**config.mk**
```make
export PLATFORM = sky130hd
export DESIGN_NAME = route_interlock_ctrl
export DESIGN_NICKNAME = d
export VERILOG_FILES = /design/src/rtl/interlock_pkg.sv /design/src/rtl/route_fsm.sv /design/src/rtl/route_interlock_ctrl.sv
export SDC_FILE = /design/constraint.sdc
export NUM_CORES = 1
export LEC_CHECK = 0
export ABC_AREA = 1
export ABC_CLOCK_PERIOD_IN_PS = 3900
export BUFFER_PORTS_ARGS = -buffer_cell sky130_fd_sc_hd__buf_2
export CAP_MARGIN = 15
export CORE_ASPECT_RATIO = 0.75
export CORE_UTILIZATION = 30
export CTS_BUF_LIST = sky130_fd_sc_hd__clkbuf_4 sky130_fd_sc_hd__clkbuf_8
export CTS_CLUSTER_SIZE = 12
export DETAILED_ROUTE_END_ITERATION = 8
export PLACE_DENSITY = 0.43
export SLEW_MARGIN = 0
export SYNTH_ARGS = -nofsm -noshare
export SYNTH_HDL_FRONTEND = slang
export SYNTH_HIERARCHICAL = 1
export SYNTH_SLANG_ARGS = --single-unit
```
**constraint.sdc**
```tcl
create_clock -name i_clk -period 3.9 [get_ports i_clk]
set_clock_uncertainty 0.05 [all_clocks]
set_input_delay 0.78 -clock i_clk [delete_from_list [all_inputs] [get_ports i_clk]]
set_output_delay 0.78 -clock i_clk [all_outputs]
set_load 0.005 [all_outputs]
```
**src/rtl/interlock_pkg.sv**
```systemverilog
// Shared route state encoding and the symmetric conflict-row helper for the interlock.
package interlock_pkg;

    typedef enum logic [1:0] {
        IDLE      = 2'd0,
        SETTING   = 2'd1,
        LOCKED    = 2'd2,
        RELEASING = 2'd3
    } route_state_t;

    localparam int MAX_ROUTES = 32;

    // Row i of the symmetric conflict relation; bits at and above n stay 0.
    function automatic logic [MAX_ROUTES-1:0] conflict_row(
        input logic [MAX_ROUTES*MAX_ROUTES-1:0] map,
        input int                               n,
        input int                               i
    );
        logic [MAX_ROUTES-1:0] row;
        row = '0;
        for (int j = 0; j < MAX_ROUTES; j++) begin
            if (j < n && j != i) begin
                row[j] = map[i*n+j] | map[j*n+i];
            end
        end
        return row;
    endfunction

endpackage

```
**src/rtl/route_fsm.sv**
```systemverilog
// One route's lifecycle: IDLE -> SETTING -> LOCKED -> RELEASING -> IDLE.
// Grant is registered; occupancy restarts the release timer.
module route_fsm
    import interlock_pkg::*;
#(
    parameter int SETUP_CYCLES   = 4,
    parameter int RELEASE_CYCLES = 16,
    parameter int CW             = 5
) (
    input  logic       i_clk,
    input  logic       i_rst_n,
    input  logic       start,
    input  logic       req,
    input  logic       cancel,
    input  logic       occupied,
    output logic [1:0] state,
    output logic       grant
);

    localparam logic [CW-1:0] SETUP_LD   = CW'(SETUP_CYCLES - 1);
    localparam logic [CW-1:0] RELEASE_LD = CW'(RELEASE_CYCLES - 1);

    route_state_t  state_q, state_d;
    logic [CW-1:0] cnt_q, cnt_d;
    logic          grant_q, grant_d;

    always_comb begin
        state_d = state_q;
        cnt_d   = cnt_q;
        grant_d = grant_q;
        unique case (state_q)
            IDLE: begin
                // A cancel arriving with an arbitration win keeps the route idle.
                if (start && !cancel) begin
                    state_d = SETTING;
                    cnt_d   = SETUP_LD;
                end
            end
            SETTING: begin
                if (cancel || !req) begin
                    state_d = IDLE;
                    cnt_d   = '0;
                end else if (cnt_q == '0) begin
                    state_d = LOCKED;
                    grant_d = 1'b1;
                end else begin
                    cnt_d = cnt_q - 1'b1;
                end
            end
            LOCKED: begin
                if (cancel || !req) begin
                    state_d = RELEASING;
                    cnt_d   = RELEASE_LD;
                    grant_d = 1'b0;
                end
            end
            RELEASING: begin
                if (occupied) begin
                    cnt_d = RELEASE_LD;
                end else if (cnt_q == '0) begin
                    state_d = IDLE;
                end else begin
                    cnt_d = cnt_q - 1'b1;
                end
            end
            default: begin
                state_d = IDLE;
                cnt_d   = '0;
                grant_d = 1'b0;
            end
        endcase
    end

    always_ff @(posedge i_clk or negedge i_rst_n) begin
        if (!i_rst_n) begin
            state_q <= IDLE;
            cnt_q   <= '0;
            grant_q <= 1'b0;
        end else begin
            state_q <= state_d;
            cnt_q   <= cnt_d;
            grant_q <= grant_d;
        end
    end

    assign state = state_q;
    assign grant = grant_q;

endmodule

```
**src/rtl/route_interlock_ctrl.sv**
```systemverilog
// Route interlock: conflict check, round-robin start arbitration (one start per cycle), per-route FSMs.
// Grant SETUP_CYCLES+1 cycles after request; release needs RELEASE_CYCLES unoccupied cycles.
module route_interlock_ctrl
    import interlock_pkg::*;
#(
    parameter int                          N_ROUTES       = 8,
    parameter logic [N_ROUTES*N_ROUTES-1:0] CONFLICT_MAP  = '0,
    parameter int                          SETUP_CYCLES   = 4,
    parameter int                          RELEASE_CYCLES = 16
) (
    input  logic                i_clk,
    input  logic                i_rst_n,
    input  logic [N_ROUTES-1:0] i_req,
    input  logic [N_ROUTES-1:0] i_cancel,
    input  logic [N_ROUTES-1:0] i_occupied,
    output logic [N_ROUTES-1:0] o_grant,
    output logic [N_ROUTES-1:0] o_locked,
    output logic [N_ROUTES-1:0] o_denied,
    output logic                o_busy
);

    localparam int CNT_MAX = (SETUP_CYCLES > RELEASE_CYCLES) ? SETUP_CYCLES : RELEASE_CYCLES;
    localparam int CW      = $clog2(CNT_MAX + 1);
    localparam int PW      = $clog2(N_ROUTES);

    logic [1:0]                         route_st [N_ROUTES];
    logic [N_ROUTES-1:0]                active, blocked, eligible, start;
    logic [MAX_ROUTES*MAX_ROUTES-1:0]   map_ext;
    logic [MAX_ROUTES-1:0]              active_ext, row_tmp;
    logic [PW-1:0]                      ptr_q, ptr_d, win_idx;
    logic                               win_vld;
    int                                 arb_idx;

    always_comb begin
        for (int i = 0; i < N_ROUTES; i++) begin
            active[i] = (route_st[i] != IDLE);
        end
    end

    // A route is blocked while any route it conflicts with is outside IDLE.
    always_comb begin
        map_ext                         = '0;
        map_ext[N_ROUTES*N_ROUTES-1:0]  = CONFLICT_MAP;
        active_ext                      = '0;
        active_ext[N_ROUTES-1:0]        = active;
        row_tmp                         = '0;
        blocked                         = '0;
        for (int i = 0; i < N_ROUTES; i++) begin
            row_tmp    = conflict_row(map_ext, N_ROUTES, i);
            blocked[i] = |(row_tmp & active_ext);
        end
    end

    assign eligible = i_req & ~active & ~blocked;

    // Single winner per cycle, so two conflicting routes cannot start together.
    always_comb begin
        start   = '0;
        win_vld = 1'b0;
        win_idx = '0;
        arb_idx = 0;
        ptr_d   = ptr_q;
        for (int k = 0; k < N_ROUTES; k++) begin
            arb_idx = int'(ptr_q) + k;
            if (arb_idx >= N_ROUTES) begin
                arb_idx = arb_idx - N_ROUTES;
            end
            if (!win_vld && eligible[arb_idx]) begin
                win_vld = 1'b1;
                win_idx = PW'(arb_idx);
            end
        end
        if (win_vld) begin
            start[win_idx] = 1'b1;
            ptr_d          = (win_idx == PW'(N_ROUTES - 1)) ? '0 : win_idx + 1'b1;
        end
    end

    always_ff @(posedge i_clk or negedge i_rst_n) begin
        if (!i_rst_n) begin
            ptr_q <= '0;
        end else begin
            ptr_q <= ptr_d;
        end
    end

    for (genvar g = 0; g < N_ROUTES; g++) begin : g_route
        route_fsm #(
            .SETUP_CYCLES   (SETUP_CYCLES),
            .RELEASE_CYCLES (RELEASE_CYCLES),
            .CW             (CW)
        ) u_route_fsm (
            .i_clk    (i_clk),
            .i_rst_n  (i_rst_n),
            .start    (start[g]),
            .req      (i_req[g]),
            .cancel   (i_cancel[g]),
            .occupied (i_occupied[g]),
            .state    (route_st[g]),
            .grant    (o_grant[g])
        );
    end

    assign o_locked = active;
    assign o_denied = i_req & ~active & blocked;
    assign o_busy   = |active;

endmodule
```
==> impl_metrics.csv <==
group,metric,value,unit
timing,min_period,3277,ps
layout,antennaDiodeCount,0,
placed_design,routabilityCongestion,0.9018,
timing,slew_viol_final,0,
global_route,grt_max_degree,68,
synthesis,synthDistinctLibCells,34,
timing,rsz0062_at_grt,"no",
floorplanning,rows,41,
job,cap_violations,0,
synthesis,yosys_register_bits,67,
setup_path,crit_required,4100,ps
setup_path,max_stage_delay,450,ps
setup_path,r2r_cells,21,
global_route,grt_usage,15.05,%
cts,numCtsBuffers,9,
setup_path,startpoint_type,"flip-flop",
cts,root_buffer,"clkbuf_8",
synthesis,async_flop_share,100.0,%
drt,drt-initial-drc-count,279,
cts,ctsHoldBuffers,0,
run_status,status,"completed",
drt,num_vias,4859,
setup_path,crit_path_end_kind,"flip-flop",
setup_path,cp_slowest_cell,"ha_1",
cts,post_cts_resized,0,
synthesis,ys_seq_area_share,31.93,%
cts,clock_latency,360,ps
setup_path,worstSetupPathType,"reg2reg",
floorplanning,start_util,30.93,%
layout,drive_above_1_share,21.78,%
synthesis,syn_avg_cell_area,7.068,um^2
cts,post-cts-setup-buffers,0,
drt,drcViolationCount,0,
timing,relSlewSlack,40.16,%
floorplanning,core_area,16980,um^2
timing,period_share,84.04,%
setup_path,worstPathCellList,"inv_2, ha_1, inv_1, nand3_2, nand3_2, nand2_2, nor2_8, nand2_2, nor2_2, a21oi_1, nor2_1, nand3_1, nand2_2, nand2_2, nor2_1, nand2_1, nand2_1, o21a_1, inv_1, nand2_1, nand2_1",
timing,fmax,305.1,MHz
layout,fin_nets,831,
layout,area_delta_synth_final,12.49,%
global_route,overflow,0,
placed_design,dp_hpwl,9850,um
timing,finalSetupTns,0,ps
floorplanning,ios,51,
synthesis,synth_warnings,6,
synthesis,synth_edf_count,0,
floorplanning,die_x,154.8,um
synthesis,yosysTopAreaCellShare,31.93,%
global_route,antenna_found_initial,0,
synthesis,syn-cell-area,5251,um^2
cts,htreeDepth,3,
drt,viasPerCell,4.695,
timing,setup_viol,0,
global_route,grt_first_pass_wirelength,21460,um
cts,cts_tree,"yes",
drt,drt_wl_total,12760,um
placed_design,io_buffer_count,42,
setup_path,arrival,3480,ps
synthesis,yosys.area.top_type,"dfrtp_1",
synthesis,ys.flop_type,"dfrtp_1",
timing,tightest_slew,897.6,ps
synthesis,ys_top_cells_by_area,"dfrtp_1, nand2_1, inv_1",
synthesis,syn_inst,743,
min_path,whs_path_depth,2,
floorplanning,die_area,18040,um^2
cts,cts_buffer_depth,2,
setup_path,critPathMaxFanout,8,
drt,ant_nets,0,
timing,finalHoldViolations,0,
global_route,grt_pass1_vias,4483,
min_path,hold_class,"reg2reg",
drt,dr.pass1.iters,5,
drt,wl_per_cell,12.33,um
cts,cts.sinks,67,
cts,path_clk_slew,70,ps
floorplanning,die_h,116.6,um
cells by family after synthesis:
logic type / count (synthesis) / synth area share (%)
AO/OA/AOI/OAI: 118 / 14.70
XOR/XNOR: 11 / 1.978
adder cells (fa/ha/maj): 11 / 2.621
buffers and inverters: 117 / 9.459
flip-flops: 67 / 31.93
other: 1 / 0.07141
AND/OR/NAND/NOR: 418 / 39.24
synth_stat cells, types with 2 or more instances:
cell	count
ha_1	11
nor2_2	2
inv_1	84
nand2_2	24
nand3_1	58
inv_2	20
o21ai_1	18
nand3_2	28
buf_4	9
xnor2_1	9
nor2_4	9
buf_6	3
nor4_1	2
nand2_1	211
a21oi_2	8
a21oi_1	49
nand4_1	20
o22ai_1	8
dfrtp_1	67
nor2_1	59
o21ai_2	8
o21ai_4	8
o21ai_0	10
o21a_1	8
through the flow:
stage	utilization [%]	worst slack, ps	cells	cell area [um^2]	hold WS [ps]
2_1_floorplan	-	997.8	750	5278	421.9
5_1_grt	34.79	317.7	1035	5907	449.1
3_5_place_dp	33.62	664.8	1019	5709	410.2
4_1_cts	34.79	628.4	1035	5907	430.7
3_3_place_gp	33.62	519.8	1019	5709	408.2
6_report	34.79	622.6	1035	5907	422.0
cell usage in the layout (no fill, tap or decap), drive strengths merged:
| cell | count |
|---|---|
| buf | 46 |
| inv | 104 |
| nor2 | 71 |
| nand4 | 21 |
| xor2 | 2 |
| conb | 8 |
| a21oi | 57 |
| ha | 11 |
| clkinv | 3 |
| o22ai | 8 |
| clkinvlp | 1 |
| o21a | 8 |
| nor4 | 2 |
| bufinv | 1 |
| xnor2 | 9 |
| nand3 | 87 |
| a31oi | 1 |
| clkbuf | 11 |
| o21ai | 44 |
| nor3 | 1 |
| nand2 | 236 |
| dfrtp | 67 |
final timing paths:
path | startpoint | endpoint | slack (ps)
max | ptr_q[0] | g_route[0].u_route_fsm/cnt_q[3] | 620
min reg2reg | g_route[7].u_route_fsm/grant | g_route[7].u_route_fsm/grant | 420
max reg2reg | ptr_q[0] | g_route[0].u_route_fsm/cnt_q[3] | 620
max in group asynchronous | i_rst_n | g_route[2].u_route_fsm/grant | 2720
min in group asynchronous | i_rst_n | g_route[7].u_route_fsm/cnt_q[0] | 480
min | g_route[7].u_route_fsm/grant | g_route[7].u_route_fsm/grant | 420
routing by layer:
layer | track usage (%) | vias to the layer above | part of all wire (%)
met3 | 3.636 | 24 | 4.5
met1 | 20.59 | 2209 | 51
met4 | 5.479 | 0 | 2.3
met5 | 0 | - | 0
met2 | 23.14 | 113 | 42
li1 | - | 2513 | -
worst max-delay path: cells and delay by family (launching register included):
kind / cells / cell delay (ps)
flip-flops: 1 / 360
buffers and inverters: 3 / 410
adder cells (fa/ha/maj): 1 / 450
AND/OR/NAND/NOR: 15 / 1600
AO/OA/AOI/OAI: 2 / 290
layout make-up:
type | instances | area (um^2)
clock inverters | 5 | 52.55
clock buffers | 11 | 145.1
flip-flops and latches | 67 | 1677
fillers | 1798 | 11070
inverters | 104 | 390.4
repair buffers | 46 | 242.7
well taps | 236 | 295.3
multi-input cells | 566 | 3104
Power is left out: the tool's default activity adds up to more than one toggle a clock period on the data nets, which glitch-free logic cannot reach.
